<file path="src/rtl/run_halt_monitor_if.sv">
// Register-dump stream: one register index/value per valid&ready transfer.
interface run_halt_monitor_if #(
  parameter int DW   = 32,
  parameter int SELW = 5
);
  logic            dump_valid;
  logic            dump_ready;
  logic [SELW-1:0] dump_idx;
  logic [DW-1:0]   dump_data;

  modport master (output dump_valid, output dump_idx, output dump_data, input dump_ready);
  modport slave  (input dump_valid, input dump_idx, input dump_data, output dump_ready);
endinterface

</file>
<file path="src/rtl/run_halt_monitor.sv">
// Run-control monitor: freezes the CPU on PC hit / cycle budget / external stop (hold same cycle),
// then streams the register file one word per valid&ready; the word holds steady while the consumer stalls.
module run_halt_monitor #(
  parameter int            DW         = 32,
  parameter int            NREG       = 32,
  parameter logic [DW-1:0] HALT_PC    = 32'h00000048,
  parameter int            HIT_COUNT  = 1,
  parameter int            MAX_CYCLES = 1000,
  parameter int            CW         = 16,
  localparam int           SELW       = (NREG > 1) ? $clog2(NREG) : 1
) (
  input  logic                 clk,
  input  logic                 rstn,
  input  logic [DW-1:0]        pc,
  input  logic [DW-1:0]        instr,
  input  logic                 stop_req,
  output logic [SELW-1:0]      reg_sel,
  input  logic [DW-1:0]        reg_data,
  output logic                 cpu_hold,
  output logic                 halted,
  output logic [1:0]           cause,
  output logic [CW-1:0]        cycles,
  output logic [DW-1:0]        halt_pc,
  output logic [DW-1:0]        halt_instr,
  run_halt_monitor_if.master   dump,
  output logic                 done
);

  localparam int HW = (HIT_COUNT > 1) ? $clog2(HIT_COUNT) : 1;

  typedef enum logic [1:0] {RUN, DUMP, DONE} state_t;

  state_t          state, state_nxt;
  logic [CW-1:0]   cyc_q;
  logic [HW-1:0]   hits_q;
  logic [SELW-1:0] idx_q;
  logic            pc_hit, last_hit, timeout, halt_now;

  assign pc_hit   = (pc == HALT_PC);
  assign last_hit = pc_hit && (hits_q == HW'(HIT_COUNT - 1));
  assign timeout  = (MAX_CYCLES != 0) && (cyc_q == CW'(MAX_CYCLES));

  always_comb begin
    state_nxt = state;
    halt_now  = 1'b0;
    case (state)
      RUN: begin
        halt_now = last_hit || timeout || stop_req;
        if (halt_now) state_nxt = DUMP;
      end
      DUMP: begin
        if (dump.dump_ready && (idx_q == SELW'(NREG - 1))) state_nxt = DONE;
      end
      default: state_nxt = DONE;
    endcase
  end

  // Holding in the halt cycle itself keeps the matching instruction from committing.
  assign cpu_hold        = halt_now || (state != RUN);
  assign reg_sel         = (state == DUMP) ? idx_q : '0;
  assign dump.dump_valid = (state == DUMP);
  assign dump.dump_idx   = (state == DUMP) ? idx_q : '0;
  assign dump.dump_data  = (state == DUMP) ? reg_data : '0;
  assign done            = (state == DONE);
  assign cycles          = cyc_q;

  always_ff @(posedge clk or negedge rstn) begin
    if (!rstn) begin
      state      <= RUN;
      cyc_q      <= '0;
      hits_q     <= '0;
      idx_q      <= '0;
      halted     <= 1'b0;
      cause      <= 2'd0;
      halt_pc    <= '0;
      halt_instr <= '0;
    end else begin
      state <= state_nxt;
      if (state == RUN) begin
        if (halt_now) begin
          halted     <= 1'b1;
          halt_pc    <= pc;
          halt_instr <= instr;
          idx_q      <= '0;
          // PC match outranks timeout, which outranks the external stop.
          cause      <= last_hit ? 2'd1 : (timeout ? 2'd2 : 2'd3);
        end else begin
          if (cyc_q != '1) cyc_q <= cyc_q + 1'b1;
          if (pc_hit && (hits_q != HW'(HIT_COUNT - 1))) hits_q <= hits_q + 1'b1;
        end
      end else if ((state == DUMP) && dump.dump_ready) begin
        idx_q <= idx_q + 1'b1;
      end
    end
  end

endmodule

</file>
<file path="src/flat_wrapper.sv">
// flat-port wrapper written by rule: the top's interface ports become plain ports
module run_halt_monitor_flat 
#(
  parameter int            DW         = 32,
  parameter int            NREG       = 32,
  parameter logic [DW-1:0] HALT_PC    = 32'h00000048,
  parameter int            HIT_COUNT  = 1,
  parameter int            MAX_CYCLES = 1000,
  parameter int            CW         = 16,
  localparam int           SELW       = (NREG > 1) ? $clog2(NREG) : 1
)
  (clk, rstn, pc, instr, stop_req, reg_sel, reg_data, cpu_hold, halted, cause, cycles, halt_pc, halt_instr, done, dump_dump_valid, dump_dump_idx, dump_dump_data, dump_dump_ready);
  run_halt_monitor_if #(.DW(DW), .SELW(5)) dump_i ();
  input  logic clk;
  input  logic rstn;
  input  logic [DW-1:0] pc;
  input  logic [DW-1:0] instr;
  input  logic stop_req;
  output logic [SELW-1:0] reg_sel;
  input  logic [DW-1:0] reg_data;
  output logic cpu_hold;
  output logic halted;
  output logic [1:0] cause;
  output logic [CW-1:0] cycles;
  output logic [DW-1:0] halt_pc;
  output logic [DW-1:0] halt_instr;
  output logic done;
  output wire logic [$bits(dump_i.dump_valid)-1:0] dump_dump_valid;
  output wire logic [$bits(dump_i.dump_idx)-1:0] dump_dump_idx;
  output wire logic [$bits(dump_i.dump_data)-1:0] dump_dump_data;
  input wire logic [$bits(dump_i.dump_ready)-1:0] dump_dump_ready;
  assign dump_dump_valid = dump_i.dump_valid;
  assign dump_dump_idx = dump_i.dump_idx;
  assign dump_dump_data = dump_i.dump_data;
  assign dump_i.dump_ready = dump_dump_ready;
  run_halt_monitor #(.DW(DW), .NREG(NREG), .HALT_PC(HALT_PC), .HIT_COUNT(HIT_COUNT), .MAX_CYCLES(MAX_CYCLES), .CW(CW)) u_core (.clk(clk), .rstn(rstn), .pc(pc), .instr(instr), .stop_req(stop_req), .reg_sel(reg_sel), .reg_data(reg_data), .cpu_hold(cpu_hold), .halted(halted), .cause(cause), .cycles(cycles), .halt_pc(halt_pc), .halt_instr(halt_instr), .dump(dump_i), .done(done));
endmodule
</file>
<file path="config.mk">
export PLATFORM = sky130hd
export DESIGN_NAME = run_halt_monitor_flat
export DESIGN_NICKNAME = d
export VERILOG_FILES = /design/src/rtl/run_halt_monitor_if.sv /design/src/rtl/run_halt_monitor.sv /design/src/flat_wrapper.sv
export SDC_FILE = /design/constraint.sdc
export NUM_CORES = 1
export LEC_CHECK = 0
export CORE_MARGIN = 10
export CORE_UTILIZATION = 36
export DETAILED_ROUTE_END_ITERATION = 10
export HOLD_SLACK_MARGIN = 0.1
export PLACE_DENSITY_LB_ADDON = 0.12
export SETUP_SLACK_MARGIN = 0.02
export SLEW_MARGIN = 5
export SYNTH_ARGS = -nofsm -noshare
export SYNTH_HDL_FRONTEND = slang
export SYNTH_SLANG_ARGS = --single-unit
</file>
<file path="constraint.sdc">
create_clock -name clk -period 2.45 [get_ports clk]
set_input_delay 0.6125 -clock clk [delete_from_list [all_inputs] [get_ports clk]]
set_output_delay 0.6125 -clock clk [all_outputs]
set_load 0.03 [all_outputs]
</file>
==> results.toml <==
[sta]
finClkSkew_ps = 6.45
period_share = 1.06
rsz0062_at_grt = "true"
worstMarginPinSlew_ps = 588
slew_viol_final = 0
clock.fmax_ghz = 0.384
maxSlewHeadroom = 0.605
fin_ws_ps = -155
fin_crit_ps = 2610
hold_viol = 0
fin_tns_setup_ps = -155
setup_violations = 1

[global_route]
track_usage = 0.169
antenna_found_initial = 1
grt_max_degree = 40
grt.overflow.total = 0
grt_pass1_wl_mm = 22.2
first_global_vias = 3712

[yosys]
seq_area_frac_synth = 0.526
synth_warnings = 0
synth_top_area_frac = 0.526
avgSynthCellArea_um2 = 13.8
yosys-top-cells-area = "dfrtp_1, mux2_4, and2_1"
synth_edf_count = 0
yosysUniqueCellTypes = 36
synth_area_um2 = 4330
synth_ff_type = "dfrtp_1"
syn_nets = 418
async_flop_share = 1.00
syn_inst = 314
synth_largest_area_cell = "dfrtp_1"
ys_seq_elements = 91

[floorplan]
die_x_um = 130
rows = 39
die_y_um = 130
core_um2 = 11600
initial_core_util = 0.373
ios = 228
die_area_um2 = 16800

[cts]
hold_buffers = 0
clkLatencyLatePin_ps = 340
cts_buffers = 9
cts_tree = "yes"
cts_root_buf = "clkbuf_16"
cts.sinks = 91
path_clk_slew_ps = 70
clockBufferDepth = 2
h-tree-depth = 3

[critical_path]
crit_chain = "inv_1 -> ha_1 -> or4b_4 -> nor4_4 -> or4_4 -> nor2_2 -> inv_2 -> buf_6"
crit_arrival_ps = 1990
required_ps = 1840
r2r_setup_slack_ps = 130
start_kind = "flip-flop"
endpoint_kind = "output port"
ff2ff_path_depth = 11
critical_path.max_stage_delay_ps = 480
crit_fanout = 2
worst-setup-path-type = "flip-flop to output port"
critPathSlowestCell = "or4b_4"

[layout]
area_delta_synth_final_pct = 75.1
postLayoutCellArea_um2 = 7580
final_common_cell = "clkdlybuf4s50_1"
nets = 692
antenna_cells = 0
final_cell_mix = "clkdlybuf4s50_1, dfrtp_1, buf_4"
drive_gt1_frac = 0.351

[power_and_ir_drop]
peakVddDrop_mv = 0.666
power_w = 0.0101
power.leakage_nw = 3.62
powerDensity_nw_per_um2 = 1330

[status]
violations = "setup timing"
outcome = "finished with violations"

[place]
post_dp_cell_area_um2 = 6960
gp_congestion = 0.868
portBuffers = 227
place_hpwl_mm = 11.5
place_ws_ps = -544

[route]
drc_errors = 0
ant_nets = 0
wirelength_mm = 15.0
vias = 3481
drtPass1Iterations = 4
wl_per_cell_um = 20.4
drtIter0Drc = 116
vias_per_cell = 4.73

[run]
maxCapViolations = 0

[hold_path]
hold_class = "input pin to asynchronous set/reset pin"
sequential cells by signal, indices dropped and copies added, names as in the netlist:
register / flops
u_core.halt_instr: 32
u_core.halt_pc: 32
u_core.cycles: 16
u_core.idx_q: 5
u_core.cause: 2
u_core.state: 2
u_core.halted: 1
u_core.hits_q: 1
where the power goes:
group	internal, W	switching, W
Combinational	0.00297	0.00315
Sequential	0.00215	0.000393
Clock	0.000827	0.000591
logic make-up (layout without fill, tap and decap cells):
group / after synthesis / count (layout) / synth area share
muxes: 64 / 64 / 0.219
buffers and inverters: 21 / 300 / 0.0364
DFF: 91 / 91 / 0.526
xor gates and xnor gates: 15 / 15 / 0.0303
adders and majority gates: 4 / 4 / 0.0116
AOI/OAI and AO/OA: 13 / 13 / 0.0251
and+or+nand+nor: 106 / 106 / 0.151
path summary, 6_finish.rpt:
path                                                   start                       endpoint
min in group clk                   u_core.halted$_DFFE_PN0P_      u_core.halted$_DFFE_PN0P_
worst max register to register  u_core.cycles[0]$_DFFE_PN0P_   u_core.cycles[7]$_DFFE_PN0P_
worst max-delay path            u_core.cycles[1]$_DFFE_PN0P_                       cpu_hold
max in group asynchronous                               rstn   u_core.cycles[5]$_DFFE_PN0P_
worst min-delay path                                    rstn  u_core.halt_pc[0]$_DFFE_PN0P_
worst min register to register     u_core.halted$_DFFE_PN0P_      u_core.halted$_DFFE_PN0P_
layer usage:
metal / routed length, um / track usage
met1: 5650 / 0.178
met3: 1440 / 0.0640
met5: 0 / 0
met2: 7730 / 0.306
met4: 213 / 0.0522
worst max-delay path, delay by kind of cell (launching register included):
family | cells | cell delay [ps]
buf+inv | 3 | 230
fa+ha+maj | 1 | 150
simple gates | 4 | 870
flops | 1 | 400
cell usage after synthesis (2+ instances only):
master,count
ha_1,4
nor2_1,4
nand3_1,9
nand2_1,14
a21boi_0,2
mux2_2,3
xnor2_1,15
clkbuf_1,4
and3_1,3
dfrtp_1,91
nor4b_1,3
mux2_4,61
o21ai_0,5
nor3b_1,2
nor4_1,9
inv_1,4
buf_4,5
buf_6,8
and2_1,39
nor2b_1,3
nand4_1,11
cell type report:
cell class | instances | area [um2]
fill | 921 | 4030
tap | 143 | 179
timing repair buffer | 280 | 2820
clock inverter | 6 | 71.3
multi-input combinational | 202 | 1970
inverter | 4 | 15.0
clock buffer | 10 | 239
sequential | 91 | 2280
repair_timing:
| action | 4_1_cts | 5_1_grt |
|---|---|---|
| gates resized for setup | 31 | 45 |
| pin swaps | 13 | 12 |
| setup buffers | 5 | 3 |
| endpoints found under the setup margin | 73 | 78 |
| cloned | 2 | 5 |
| endpoints found under the hold margin | 0 | 0 |
stage by stage:
stage / utilization / cells / hold WS (ps)
6_report: 0.653 / 736 / 227
5_1_grt: 0.653 / 736 / 256
4_1_cts: 0.637 / 728 / 235
3_5_place_dp: 0.599 / 705 / 458
3_3_place_gp: 0.599 / 705 / 458
2_1_floorplan: - / 314 / 317
(Power assumes the default switching activity.)
